## src/rtl/fifo_arb_pkg.sv

```systemverilog
// Shared types and helpers for the FIFO write-port arbiter.
package fifo_arb_pkg;

    typedef enum logic {
        IDLE  = 1'b0,
        BURST = 1'b1
    } state_t;

    // Tag builder is written for ids up to 8 bits and payloads up to 64 bits.
    localparam int unsigned TAG_ID_W   = 8;
    localparam int unsigned TAG_DATA_W = 64;
    localparam int unsigned TAG_W      = TAG_ID_W + 1 + TAG_DATA_W;

    function automatic int unsigned id_width(input int unsigned n);
        return (n <= 32'd2) ? 32'd1 : 32'($clog2(n));
    endfunction

    function automatic logic [TAG_W-1:0] build_wdata(input logic [TAG_ID_W-1:0]   id,
                                                     input logic                  last,
                                                     input logic [TAG_DATA_W-1:0] data,
                                                     input int unsigned           data_width);
        return (TAG_W'(id) << (data_width + 32'd1)) | (TAG_W'(last) << data_width) | TAG_W'(data);
    endfunction

endpackage

```

## src/rtl/fifo_wr_arbiter_rr_pick.sv

```systemverilog
// Round-robin selector: first eligible requester at or above rr_ptr, wrapping around.
module rr_pick
    import fifo_arb_pkg::*;
#(
    parameter int unsigned N  = 4,
    parameter int unsigned IW = 2
) (
    input  logic [N-1:0]  eligible,
    input  logic [IW-1:0] rr_ptr,
    output logic          found,
    output logic [IW-1:0] index
);

    localparam int unsigned DW2 = 2 * N;

    logic [DW2-1:0] dbl;
    logic [DW2-1:0] masked;

    // Upper copy guarantees a hit below rr_ptr once the lower copy is masked off.
    always_comb begin
        dbl    = {eligible, eligible};
        masked = dbl & ~((DW2'(1) << rr_ptr) - DW2'(1));
        found  = |eligible;
        index  = '0;
        for (int i = int'(DW2) - 1; i >= 0; i--) begin
            if (masked[i]) begin
                index = (i >= int'(N)) ? IW'(i - int'(N)) : IW'(i);
            end
        end
    end

endmodule

```

## src/rtl/fifo_wr_arbiter.sv

```systemverilog
// Packet-locked round-robin arbiter sharing one async FIFO write port among requesters.
module fifo_wr_arbiter
    import fifo_arb_pkg::*;
#(
    parameter  int unsigned NUM_REQ    = 4,
    parameter  int unsigned DATA_WIDTH = 8,
    parameter  int unsigned MAX_BEATS  = 16,
    localparam int unsigned ID_WIDTH   = id_width(NUM_REQ)
) (
    input  logic                            clk,
    input  logic                            reset,
    input  logic [NUM_REQ-1:0]              req_valid,
    input  logic [NUM_REQ*DATA_WIDTH-1:0]   req_data,
    input  logic [NUM_REQ-1:0]              req_last,
    output logic [NUM_REQ-1:0]              req_ready,
    input  logic [NUM_REQ-1:0]              req_en,
    output logic                            fifo_wen,
    output logic [ID_WIDTH+DATA_WIDTH:0]    fifo_wdata,
    input  logic                            fifo_wfull,
    output logic                            busy,
    output logic [ID_WIDTH-1:0]             grant_id,
    output logic                            err_overlong
);

    localparam int unsigned CNT_WIDTH = id_width(MAX_BEATS);
    localparam int unsigned FW        = ID_WIDTH + 1 + DATA_WIDTH;

    state_t                  state;
    logic [ID_WIDTH-1:0]     rr_ptr;
    logic [CNT_WIDTH-1:0]    beat_cnt;
    logic [NUM_REQ-1:0]      eligible;
    logic                    pick_found;
    logic [ID_WIDTH-1:0]     pick_idx;
    logic                    gnt_valid;
    logic                    gnt_last;
    logic [DATA_WIDTH-1:0]   gnt_data;
    logic                    last_out;

    assign eligible = req_valid & req_en;

    rr_pick #(
        .N  (NUM_REQ),
        .IW (ID_WIDTH)
    ) u_rr_pick (
        .eligible (eligible),
        .rr_ptr   (rr_ptr),
        .found    (pick_found),
        .index    (pick_idx)
    );

    // Granted requester's beat goes straight through; a full FIFO stalls both sides.
    always_comb begin
        gnt_valid = req_valid[grant_id];
        gnt_last  = req_last[grant_id];
        gnt_data  = req_data[grant_id*DATA_WIDTH +: DATA_WIDTH];
        last_out  = gnt_last | (beat_cnt == CNT_WIDTH'(MAX_BEATS - 1));
        req_ready = '0;
        fifo_wen  = 1'b0;
        if (state == BURST && !fifo_wfull) begin
            req_ready[grant_id] = 1'b1;
            fifo_wen            = gnt_valid;
        end
        fifo_wdata = FW'(build_wdata(TAG_ID_W'(grant_id), last_out,
                                     TAG_DATA_W'(gnt_data), DATA_WIDTH));
    end

    always_ff @(posedge clk or posedge reset) begin
        if (reset) begin
            state        <= IDLE;
            rr_ptr       <= '0;
            grant_id     <= '0;
            beat_cnt     <= '0;
            err_overlong <= 1'b0;
            busy         <= 1'b0;
        end else begin
            case (state)
                IDLE: begin
                    if (pick_found) begin
                        grant_id <= pick_idx;
                        state    <= BURST;
                        busy     <= 1'b1;
                    end
                end
                BURST: begin
                    if (fifo_wen) begin
                        if (last_out) begin
                            state    <= IDLE;
                            busy     <= 1'b0;
                            beat_cnt <= '0;
                            rr_ptr   <= (grant_id == ID_WIDTH'(NUM_REQ - 1)) ? '0
                                                                             : grant_id + ID_WIDTH'(1);
                            // Truncated packet: remaining beats re-arbitrate as a new packet.
                            if (!gnt_last) begin
                                err_overlong <= 1'b1;
                            end
                        end else begin
                            beat_cnt <= beat_cnt + CNT_WIDTH'(1);
                        end
                    end
                end
                default: state <= IDLE;
            endcase
        end
    end

endmodule

```

## config.mk

```make
export PLATFORM = sky130hd
export DESIGN_NAME = fifo_wr_arbiter
export DESIGN_NICKNAME = d
export VERILOG_FILES = /design/src/rtl/fifo_arb_pkg.sv /design/src/rtl/fifo_wr_arbiter_rr_pick.sv /design/src/rtl/fifo_wr_arbiter.sv
export SDC_FILE = /design/constraint.sdc
export NUM_CORES = 1
export LEC_CHECK = 0
export CAP_MARGIN = 40
export CORE_MARGIN = 5
export CORE_UTILIZATION = 25
export CTS_CLUSTER_SIZE = 12
export DETAILED_ROUTE_END_ITERATION = 8
export GPL_ROUTABILITY_DRIVEN = 0
export MAX_ROUTING_LAYER = met4
export PLACE_DENSITY = 0.65
export SYNTH_ARGS = -nofsm -noshare
export SYNTH_HDL_FRONTEND = slang
export SYNTH_HIERARCHICAL = 1
export SYNTH_SLANG_ARGS = --single-unit
```

## constraint.sdc

```tcl
create_clock -name clk -period 1.84 [get_ports clk]
set_clock_uncertainty 0.05 [all_clocks]
set_input_delay 0.184 -clock clk [delete_from_list [all_inputs] [get_ports clk]]
set_output_delay 0.184 -clock clk [all_outputs]
set_load 0.02 [all_outputs]
```

==> impl_metrics.csv <==
group,metric,value,unit
run_status,outcome,"finished, violations left",
run_status,failed_checks,"setup timing",
sta,setup_viol,2,
clocking,cts.sinks,11,
clocking,clk_pin_slew,60,ps
sta,hold_ws,197,ps
setup_path,crit_fanout,3,
setup_path,crit_chain,"buf_12 -> mux4_2 -> buf_6 -> o211ai_4 -> mux2_4",
setup_path,required,1900,ps
sta,finalSetupTns,-63.5,ps
synthesis,synth_nets,146,
detailed_routing,vias_per_cell,4.73,
sta,rsz0062_at_grt,"yes",
setup_path,endpoint_kind,"flop",
floorplanning,rows,22,
pwr,p_total,2.48,mW
synthesis,yosysSeqAreaShare,27.9,%
detailed_routing,drt_iter0_drc,26,
synthesis,synth.distinct_cells,33,
synthesis,ys_ff_latch,11,
synthesis,yosysTopAreaCell,"dfrtp_1",
setup_path,cp_slowest_cell,"mux4_2",
clocking,clock_path_buffers,2,
clocking,numCtsBuffers,3,
floorplanning,dieArea,5300,um2
setup_path,worst-path-stages,5,
global_route,grt_pass1_vias,1137,
cells_and_area,drive_gt1_share,26.2,%
cells_and_area,nets,226,
setup_path,critPathMaxStageDelay,510,ps
detailed_routing,ant_nets,0,
cells_and_area,diodes,0,
clocking,cts_tree,"built",
clocking,cts_hold_buf,0,
cells_and_area,area_growth,92.0,%
floorplanning,core_area,3740,um2
hold_path,hp-class,"in2async",
global_route,grt_usage,14.1,%
synthesis,synthTopCellsByArea,"dfrtp_1 28%, mux4_2 23%, ha_1 7.6%",
detailed_routing,wirelength,3480,um
sta,max_freq,0.531,GHz
sta,maxSlewViolCount,0,
floorplanning,die_h,72.8,um
floorplanning,die_w,72.8,um
synthesis,syn_area,986,um2
sta,hold_viol_final,0,
synthesis,ys_warn_count,6,
pwr,ir_drop,0.558,mV
global_route,antenna_found_initial,0,
cells_and_area,layoutNonFillerInstCount,220,
floorplanning,io_pins,67,
sta,period_minus_slack,1880,ps
setup_path,critPathKind,"reg2reg",
pwr,leakage,0.811,nW
detailed_routing,drt_first_pass_iters,4,
setup_path,reg2reg_depth,5,
clocking,cts-root-buf,"clkbuf_8",
run,cap_violations,0,
setup_path,cp_top_family,"multiplexers",
setup_path,arrival,1950,ps
sta,worstMarginPinSlew,442,ps
global_route,globalRouteOverflowTotal,0,
detailed_routing,drt-wirelength-per-cell,15.8,um
clocking,htree_levels,1,
detailed_routing,via_count,1040,
sta,min_period_over_period,102,%
cells_and_area,nFillCells,343,
detailed_routing,drc,0,
pwr,power.density,1310,nW/um2
sta,setup_slack,-41.6,ps
synthesis,yosysTopAreaCellShare,27.9,%
placement,hpwl,3060,um
setup_path,worst-path-buf-inv,2,
cells_and_area,final_common_cell,"clkdlybuf4s50_1",
global_route,grt_pass1_wl,5620,um
placement,io_buffers,66,
clocking,clkLatencyLatePin,240,ps
synthesis,syn_inst,93,
floorplanning,start_util,26.3,%
cells_and_area,layout_common_cells,"52 x clkdlybuf4s50_1, 11 x buf_4, 10 x mux4_2, 10 x dfrtp_1, 9 x inv_1",
placement,dp_cells,213,
global_route,grt_start_max_net_pins,16,
sta,relSlewSlack,70.5,%
setup_path,start_kind,"flop",
synthesis,syn_area_per_cell,10.6,um2
## cell type report
class	instances	area, um2	area share, %
clock buffers	4	45.0	2.38
multi-input cells	67	672	35.5
flip-flops and latches	11	277	14.6
repair buffers	81	806	42.6
well taps	48	60.1	3.17
inverters	9	33.8	1.78
## repair_timing
item                                    in CTS  in global routing
endpoints found under the setup margin      16                 13
buffers inserted                             2                  1
pin swaps                                    1                  1
gates resized for setup                     51                 16
## state kept, by name, indices dropped and copies added, names as in the netlist
name,flops
beat_cnt,4
grant_id,2
rr_ptr,2
busy,1
err_overlong,1
state,1
## metal layers
layer	part of all wire [%]	global-route usage, %	vias up
met2	53	23.8	17
met3	2.8	3.31	2
li1	-	-	503
met4	0.37	2.46	0
met1	43	17.3	518
met5	0	-	-
## kinds of logic after synthesis
family / synth area share [%]
AOI/OAI and AO/OA: 13.3
adders and majority gates: 7.61
buffers and inverters: 7.11
DFF: 27.9
muxes: 26.1
and+or+nand+nor: 17.9
## stage by stage
stage | area (um2) | setup WS, ps | utilization (%)
4_1_cts | 1850 | -52.5 | 49.3
6_report | 1890 | -41.6 | 50.6
5_1_grt | 1890 | -100 | 50.6
3_5_place_dp | 1790 | -223 | 47.7
3_3_place_gp | 1790 | -192 | 47.7
2_1_floorplan | 987 | 26.7 | -
## where the power goes
part / internal (mW) / switching (mW) / total, mW / leakage (nW)
Clock: 0.152 / 0.0935 / 0.246 / 0.0228
Sequential: 0.347 / 0.104 / 0.451 / 0.127
Combinational: 0.984 / 0.794 / 1.78 / 0.660
## worst register-to-register path, delay by kind of cell, from the launching register on
kind,cells,cell delay [ps]
AOI/OAI and AO/OA,1,200
DFF,1,410
muxes,2,840
buffers and inverters,2,260
## Yosys cell counts
cell and instances:
nor2b_1 3, o2bb2ai_1 1, ha_1 6, dfrtp_1 11, and3_1 1, clkbuf_1 1
a21oi_1 1, o221ai_1 1, nand4b_1 2, a21bo_2 1, o32ai_1 1, o211a_1 1
and4b_1 1, buf_2 2, and2b_1 1, a31oi_1 2, o21a_1 2, mux2i_1 1
or2_1 1, buf_4 3, inv_1 9, and2_1 8, mux4_2 10, nand2b_1 2
o211ai_2 1, nor2_1 2, nand2_1 6, nand3_1 2, o31ai_1 1, o211ai_1 1
o21ai_0 5, or4_1 1, mux2_1 2
## path summary, 6_finish.rpt
kind / start / end / slack, ps
setup / recovery: grant_id[0] / rr_ptr[1] / -40
hold / removal: reset / rr_ptr[0] / 200
setup reg to reg: grant_id[0] / rr_ptr[1] / -40
hold reg to reg: err_overlong / err_overlong / 410
max in group asynchronous: reset / grant_id[0] / 1210
min in group clk: err_overlong / err_overlong / 410
(Power assumes the default switching activity.)
